**src/rtl/serial_subtractor_pkg.sv**
```systemverilog
// -----------------------------------------------------------------------------
// serial_subtractor_pkg
//
// Purpose : Shared types and sizing helpers for the bit-serial subtractor.
//           The state enum is the single source of truth for the FSM
//           encoding. The top module mirrors it into plain localparam
//           constants so the state register stays a simple logic vector
//           that legacy tools and waveform viewers can handle.
//
// Contents:
//   state_e    - FSM states IDLE / RUN / DONE
//   STATE_W    - width of the state register
//   cnt_width  - bit-counter width for a given operand width
// -----------------------------------------------------------------------------
package serial_subtractor_pkg;

  localparam int STATE_W = 2;

  typedef enum logic [STATE_W-1:0] {
    IDLE = 2'd0,
    RUN  = 2'd1,
    DONE = 2'd2
  } state_e;

  // The counter must be able to hold WIDTH, so it is sized for WIDTH+1 values.
  function automatic int cnt_width(input int width);
    return $clog2(width + 1);
  endfunction

endpackage : serial_subtractor_pkg

```
**src/rtl/serial_subtractor_if.sv**
```systemverilog
// -----------------------------------------------------------------------------
// serial_subtractor_if
//
// Purpose : Groups the request and result handshakes of the serial
//           subtractor into one bundle. The master side issues operands and
//           consumes results. The slave side is the subtractor itself.
//
// Parameters:
//   WIDTH     - operand / result width in bits
//
// Signals:
//   in_valid  - request valid            (master -> slave)
//   in_ready  - request can be accepted  (slave  -> master)
//   a, b      - minuend / subtrahend     (master -> slave)
//   out_valid - result valid             (slave  -> master)
//   out_ready - result accepted          (master -> slave)
//   diff      - (a - b) mod 2^WIDTH      (slave  -> master)
//   borrow    - 1 iff a < b unsigned     (slave  -> master)
//   ovf       - signed overflow flag     (slave  -> master)
// -----------------------------------------------------------------------------
interface serial_subtractor_if #(
  parameter int WIDTH = 8
);

  logic             in_valid;
  logic             in_ready;
  logic [WIDTH-1:0] a;
  logic [WIDTH-1:0] b;
  logic             out_valid;
  logic             out_ready;
  logic [WIDTH-1:0] diff;
  logic             borrow;
  logic             ovf;

  modport master (
    output in_valid,
    output a,
    output b,
    output out_ready,
    input  in_ready,
    input  out_valid,
    input  diff,
    input  borrow,
    input  ovf
  );

  modport slave (
    input  in_valid,
    input  a,
    input  b,
    input  out_ready,
    output in_ready,
    output out_valid,
    output diff,
    output borrow,
    output ovf
  );

endinterface : serial_subtractor_if

```
**src/rtl/serial_subtractor_half_subtractor.sv**
```systemverilog
// -----------------------------------------------------------------------------
// half_subtractor
//
// Purpose : One-bit half subtractor, the subtracting counterpart of the
//           half-adder cell. It computes x - y without an incoming borrow.
//           Two of these cells plus an OR gate form a full-subtract step.
//
// Ports:
//   x  - minuend bit
//   y  - subtrahend bit
//   d  - difference bit  (x ^ y)
//   bo - borrow out      (~x & y)
// -----------------------------------------------------------------------------
module half_subtractor (
  input  logic x,
  input  logic y,
  output logic d,
  output logic bo
);

  assign d  = x ^ y;
  assign bo = ~x & y;

endmodule : half_subtractor

```
**src/rtl/serial_subtractor.sv**
```systemverilog
// -----------------------------------------------------------------------------
// serial_subtractor
//
// Purpose : Bit-serial WIDTH-bit subtractor. It computes diff = a - b one bit
//           per clock, LSB first. The operands are loaded into shift
//           registers on accept. Each RUN cycle subtracts the two LSBs and
//           the registered borrow, and shifts the difference bit into the
//           MSB of the result register. After WIDTH cycles the result sits
//           in DONE until the consumer takes it.
//
// Timing  : accept at edge E0; bits are processed at E1..E_WIDTH; out_valid
//           is high after E_WIDTH. One result completes every WIDTH+2
//           cycles when out_ready is held high.
//
// Parameters:
//   WIDTH  - operand / result width in bits (minimum 2)
//
// Ports:
//   clk    - single clock, rising edge
//   rst_n  - asynchronous active-low reset; aborts any operation in flight
//   bus    - serial_subtractor_if.slave: request (in_valid/in_ready/a/b)
//            and result (out_valid/out_ready/diff/borrow/ovf) handshakes
//
// Configuration:
//   SERIAL_SUBTRACTOR_OVF_EN - when defined, the operand sign bits are
//   captured at load and ovf reports signed overflow in DONE. When
//   undefined, ovf is constant 0 and no extra flops exist.
// -----------------------------------------------------------------------------
module serial_subtractor
  import serial_subtractor_pkg::*;
#(
  parameter int WIDTH = 8
) (
  input  logic                 clk,
  input  logic                 rst_n,
  serial_subtractor_if.slave   bus
);

  localparam int CW = cnt_width(WIDTH);

  localparam logic [STATE_W-1:0] ST_IDLE = IDLE;
  localparam logic [STATE_W-1:0] ST_RUN  = RUN;
  localparam logic [STATE_W-1:0] ST_DONE = DONE;

  // Counter value during the cycle that processes the MSB.
  localparam logic [CW-1:0] LAST_BIT = CW'(WIDTH - 1);

  logic [STATE_W-1:0] state;
  logic [WIDTH-1:0]   a_sh;
  logic [WIDTH-1:0]   b_sh;
  logic [WIDTH-1:0]   diff_q;
  logic               bin;     // registered borrow, becomes the next bit's borrow-in
  logic [CW-1:0]      cnt;

  // ---------------------------------------------------------------------------
  // Full-subtract step: a0 - b0 - bin from two half subtractors.
  // The first cell handles a0 - b0. The second cell subtracts the incoming
  // borrow from that partial difference. A borrow from either cell
  // propagates.
  // ---------------------------------------------------------------------------
  logic d_ab;
  logic bo_ab;
  logic d_bit;
  logic bo_in;
  logic bout;

  half_subtractor u_hs_ab (
    .x  (a_sh[0]),
    .y  (b_sh[0]),
    .d  (d_ab),
    .bo (bo_ab)
  );

  half_subtractor u_hs_bin (
    .x  (d_ab),
    .y  (bin),
    .d  (d_bit),
    .bo (bo_in)
  );

  assign bout = bo_ab | bo_in;

  // ---------------------------------------------------------------------------
  // Control FSM and serial datapath
  // ---------------------------------------------------------------------------
  // NOTE: non-blocking assignments make every flop sample pre-edge values, so
  // the shift registers and the borrow flop advance in lock-step.
  always_ff @(posedge clk or negedge rst_n) begin
    if (!rst_n) begin
      state  <= ST_IDLE;
      // NOTE: the datapath registers are reset as well as the FSM. An
      // aborted operation must leave diff/borrow at 0, not at a partial
      // result.
      a_sh   <= '0;
      b_sh   <= '0;
      diff_q <= '0;
      bin    <= 1'b0;
      cnt    <= '0;
    end else begin
      case (state)
        ST_IDLE: begin
          // diff_q is left alone here, so the previous result stays readable.
          if (bus.in_valid) begin
            a_sh  <= bus.a;
            b_sh  <= bus.b;
            bin   <= 1'b0;
            cnt   <= '0;
            state <= ST_RUN;
          end
        end

        ST_RUN: begin
          // LSB-first results enter at the MSB. After WIDTH shifts, bit 0 of
          // the difference has reached diff_q[0].
          diff_q <= {d_bit, diff_q[WIDTH-1:1]};
          a_sh   <= a_sh >> 1;
          b_sh   <= b_sh >> 1;
          bin    <= bout;
          cnt    <= cnt + CW'(1);
          if (cnt == LAST_BIT) begin
            state <= ST_DONE;
          end
        end

        ST_DONE: begin
          if (bus.out_ready) begin
            state <= ST_IDLE;
          end
        end

        // NOTE: the default branch steers the unused encoding back to IDLE
        // and keeps the case complete.
        default: state <= ST_IDLE;
      endcase
    end
  end

  assign bus.in_ready  = (state == ST_IDLE);
  assign bus.out_valid = (state == ST_DONE);
  assign bus.diff      = diff_q;
  // After the MSB step the borrow flop holds the unsigned borrow of a - b.
  assign bus.borrow    = bin;

  // ---------------------------------------------------------------------------
  // Signed overflow (optional)
  // ---------------------------------------------------------------------------
`ifdef SERIAL_SUBTRACTOR_OVF_EN
  logic a_msb;
  logic b_msb;

  always_ff @(posedge clk or negedge rst_n) begin
    if (!rst_n) begin
      a_msb <= 1'b0;
      b_msb <= 1'b0;
    end else if (state == ST_IDLE && bus.in_valid) begin
      a_msb <= bus.a[WIDTH-1];
      b_msb <= bus.b[WIDTH-1];
    end
  end

  // a - b can only overflow when the operand signs differ. It overflows when
  // the result sign differs from the minuend's sign.
  assign bus.ovf = (state == ST_DONE) &&
                   (a_msb != b_msb) &&
                   (diff_q[WIDTH-1] != a_msb);
`else
  assign bus.ovf = 1'b0;
`endif

  // ---------------------------------------------------------------------------
  // Protocol properties
  // ---------------------------------------------------------------------------
  a_state_legal : assert property (
    @(posedge clk) disable iff (!rst_n) state != 2'd3
  );

  // A stalled result must stay valid and unchanged until it is taken.
  a_hold_under_backpressure : assert property (
    @(posedge clk) disable iff (!rst_n)
    (bus.out_valid && !bus.out_ready) |=>
      (bus.out_valid && $stable(bus.diff) && $stable(bus.borrow))
  );

endmodule : serial_subtractor
```
**src/flat_wrapper.sv**
```systemverilog
// flat-port wrapper written by rule: the top's interface ports become plain ports
module serial_subtractor_flat import serial_subtractor_pkg::*;
#(
  parameter int WIDTH = 8
)
  (clk, rst_n, bus_in_valid, bus_a, bus_b, bus_out_ready, bus_in_ready, bus_out_valid, bus_diff, bus_borrow, bus_ovf);
  serial_subtractor_if #(.WIDTH(WIDTH)) bus_i ();
  input  logic clk;
  input  logic rst_n;
  input wire logic [$bits(bus_i.in_valid)-1:0] bus_in_valid;
  input wire logic [$bits(bus_i.a)-1:0] bus_a;
  input wire logic [$bits(bus_i.b)-1:0] bus_b;
  input wire logic [$bits(bus_i.out_ready)-1:0] bus_out_ready;
  output wire logic [$bits(bus_i.in_ready)-1:0] bus_in_ready;
  output wire logic [$bits(bus_i.out_valid)-1:0] bus_out_valid;
  output wire logic [$bits(bus_i.diff)-1:0] bus_diff;
  output wire logic [$bits(bus_i.borrow)-1:0] bus_borrow;
  output wire logic [$bits(bus_i.ovf)-1:0] bus_ovf;
  assign bus_i.in_valid = bus_in_valid;
  assign bus_i.a = bus_a;
  assign bus_i.b = bus_b;
  assign bus_i.out_ready = bus_out_ready;
  assign bus_in_ready = bus_i.in_ready;
  assign bus_out_valid = bus_i.out_valid;
  assign bus_diff = bus_i.diff;
  assign bus_borrow = bus_i.borrow;
  assign bus_ovf = bus_i.ovf;
  serial_subtractor #(.WIDTH(WIDTH)) u_core (.clk(clk), .rst_n(rst_n), .bus(bus_i));
endmodule
```
**config.mk**
```make
export PLATFORM = sky130hd
export DESIGN_NAME = serial_subtractor_flat
export DESIGN_NICKNAME = d
export VERILOG_FILES = /design/src/rtl/serial_subtractor_pkg.sv /design/src/rtl/serial_subtractor_if.sv /design/src/rtl/serial_subtractor_half_subtractor.sv /design/src/rtl/serial_subtractor.sv /design/src/flat_wrapper.sv
export SDC_FILE = /design/constraint.sdc
export NUM_CORES = 1
export LEC_CHECK = 0
export CAP_MARGIN = 20
export CORE_ASPECT_RATIO = 0.9
export CORE_MARGIN = 2
export CORE_UTILIZATION = 45
export CTS_BUF_LIST = sky130_fd_sc_hd__clkbuf_4 sky130_fd_sc_hd__clkbuf_8 sky130_fd_sc_hd__clkbuf_16
export DETAILED_ROUTE_END_ITERATION = 10
export HOLD_SLACK_MARGIN = 0.02
export PLACE_DENSITY = 0.84
export SYNTH_ARGS = -nofsm -noshare
export SYNTH_HDL_FRONTEND = slang
export SYNTH_SLANG_ARGS = --single-unit
```
**constraint.sdc**
```tcl
create_clock -name clk -period 1.3 [get_ports clk]
set_input_delay 0.26 -clock clk [delete_from_list [all_inputs] [get_ports clk]]
set_output_delay 0.26 -clock clk [all_outputs]
set_load 0.1 [all_outputs]
```
==> impl_metrics.yaml <==
die:
  rows: 18
  io_pins: 32
  fp.dieH_um: 55.9
  dieWidth_um: 61.7
  initial_core_util: 0.483
  fp.coreArea_um2: 2790
  die_area_um2: 3450
power_and_ir_drop:
  clockPowerShare: 0.108
  powerDensity_nw_per_um2: 2580
  pwr-share-comb: 0.568
  p_seq_frac: 0.324
  ir_drop_uv: 961
  swShare: 0.462
  p_int_w: 0.00285
  netSwitchingPower_w: 0.00245
  power_leakage_nw: 0.918
synth:
  syn_area_per_cell_um2: 10.1
  syn_area_um2: 1350
  synth_area_leader_cell: "dfrtp_1"
  netlist.area_leader.share: 0.575
  yosysUniqueCellTypes: 23
  synth_warnings: 0
  synth-seq-cells: 31
  netlist_top_cells_area: "dfrtp_1 58%, nand2_1 10%, a22oi_1 8.3%"
  syn_inst: 133
  synth_nets: 155
  ys_seq_area_frac: 0.575
global_route:
  grt_pass1_wl_um: 4950
  grt_max_degree: 32
  grt_usage: 0.193
  grt_antenna_before_repair: 0
  first_global_vias: 1206
  grt_overflow: 0
timing:
  layout_min_cycle_time_ps: 1470
  worst_hold_slack_ps: 285
  skew_ps: 7.23
  fin_setup_tns_ps: -773
  drv_slew: 0
  hold_viol: 0
  max_freq_ghz: 0.681
  rsz0062_at_grt: "true"
  setup_viol: 10
  finalCritPeriodShare: 1.13
  setup_ws_ps: -168
run:
  cap_violations: 0
cts:
  cts-buffers-inserted: 5
  cts_buffer_depth: 2
  cts_root_buf: "clkbuf_4"
  cts_sinks: 31
  cts_tree: "done"
  worstSkewPairLatency_ps: 330
  htree_levels: 2
  clkSlewWorstSetupHoldPaths_ps: 90
  holdBufCountCts: 0
finish:
  diodes: 0
  finalNonFillerCells: 220
  nFillCells: 200
  nets: 201
  drive_gt1_frac: 0.289
  layout_common_cells: "36 x nand2_1, 28 x dfrtp_1, 19 x clkdlybuf4s50_1"
  final_common_cell: "nand2_1"
  area_growth_pct: 52.6
place:
  io_buffers: 30
  place_ws_ps: -138
  dp.cells: 203
  place_hpwl_um: 2000
  gp_congestion: 0.764
setup_path:
  cp_slowest_cell: "dfrtp_2"
  critPathMaxStageDelay_ps: 450
  critPathRequiredTime_ps: 1040
  path_cells: "buf_6, nor2_4, buf_12"
  critPathKind: "reg -> out"
  crit_arrival_ps: 1210
  endpoint_kind: "primary output"
  rr_worst_depth: 6
  critPathLaunchType: "flop"
  crit_fanout: 3
min_path:
  hp-class: "in -> async"
detailed_routing:
  drc: 0
  vias: 1166
  dr.pass1.iters: 5
  wirelength_um: 2950
  drtIter0Drc: 35
  routedWlPerCell_um: 13.4
  avgViaCountPerCell: 5.30
  ant_nets: 0
status:
  violations: "negative setup slack"
  status: "finished with violations"
layer usage:
layer / wire (µm) / part of all wire / track usage / vias to the layer above
li1: - / - / - / 550
met2: 1520 / 0.51 / 0.328 / 35
met1: 1230 / 0.42 / 0.219 / 574
met5: 0 / 0 / 0 / -
met4: 64 / 0.022 / 0.0881 / 0
met3: 134 / 0.045 / 0.0512 / 7
synth_stat cells:
cell type,number
nand3_1,1
dfrtp_1,31
buf_4,3
nor2b_1,3
nand2_1,37
a22oi_1,15
nand2b_1,2
a22o_1,3
nor2b_2,1
fa_1,1
nor2_1,2
nand4b_1,1
mux2_2,1
buf_2,6
ha_1,1
o21ai_1,17
a32o_1,2
conb_1,1
inv_1,1
clkbuf_1,1
and2_1,1
o31ai_1,1
o21bai_1,1
power groups by stage:
stage | Combinational (W) | Clock [W] | Sequential [W]
floorplan | 0.000986 | 0 | 0.00251
global placement | 0.00272 | 0 | 0.00170
detailed placement | 0.00279 | 0 | 0.00173
CTS | 0.00286 | 0.000577 | 0.00171
global route | 0.00321 | 0.000641 | 0.00176
finish | 0.00301 | 0.000572 | 0.00172
timing repair:
action,CTS,global route
pin swaps,1,5
setup buffers,4,5
endpoints found under the hold margin,0,0
resized for setup,4,10
setup endpoints to repair,6,10
flip-flops by register name, summed over array words and instances, names as in the netlist:
name	cells
u_core.a_sh	8
u_core.bus.diff	8
u_core.state	2
u_core.cnt	4
u_core.b_sh	8
u_core.bus.borrow	1
through the flow:
stage	util	cell area, µm²	total power, W
6_report	0.737	2060	0.00530
5_1_grt	0.737	2060	0.00562
4_1_cts	0.707	1980	0.00515
3_5_place_dp	0.672	1880	0.00452
3_3_place_gp	0.672	1880	0.00442
2_1_floorplan	-	1380	0.00350
worst paths after layout:
check	from	endpoint	slack, ps
min in group clk	u_core.b_sh[2]	u_core.b_sh[2]	500
worst min register to register	u_core.b_sh[2]	u_core.b_sh[2]	500
max in group asynchronous	rst_n	u_core.bus.borrow	840
worst max-delay path	u_core.state[1]	bus_in_ready	-170
worst min-delay path	rst_n	u_core.bus.diff[0]	280
worst max register to register	u_core.state[1]	u_core.cnt[3]	-80
cell type report:
class                      instances  area (µm²)  area share
clock buffer                       7        52.6      0.0255
clock inverter                     1        5.00     0.00243
inverter                           1        3.75     0.00182
multi-input combinational         91         564       0.274
sequential                        31         782       0.380
tap                               40        50.0      0.0243
timing repair buffer              49         601       0.292
cell families (layout without fill, tap and decap cells):
group                    after synthesis  after routing  synth area share
AND/OR/NAND/NOR                       48             48             0.153
AO/OA/AOI/OAI                         39             39             0.192
flip-flops                            31             31             0.575
buffers and inverters                 11             58            0.0445
adder cells (fa/ha/maj)                2              2            0.0241
other                                  1              1           0.00278
multiplexers                           1              1           0.00835
worst max-delay path: cells and delay by family (launching register included):
kind	cells	cell delay [ps]
buf+inv	2	310
flops	1	450
simple gates	1	110
(Power assumes the default switching activity.)
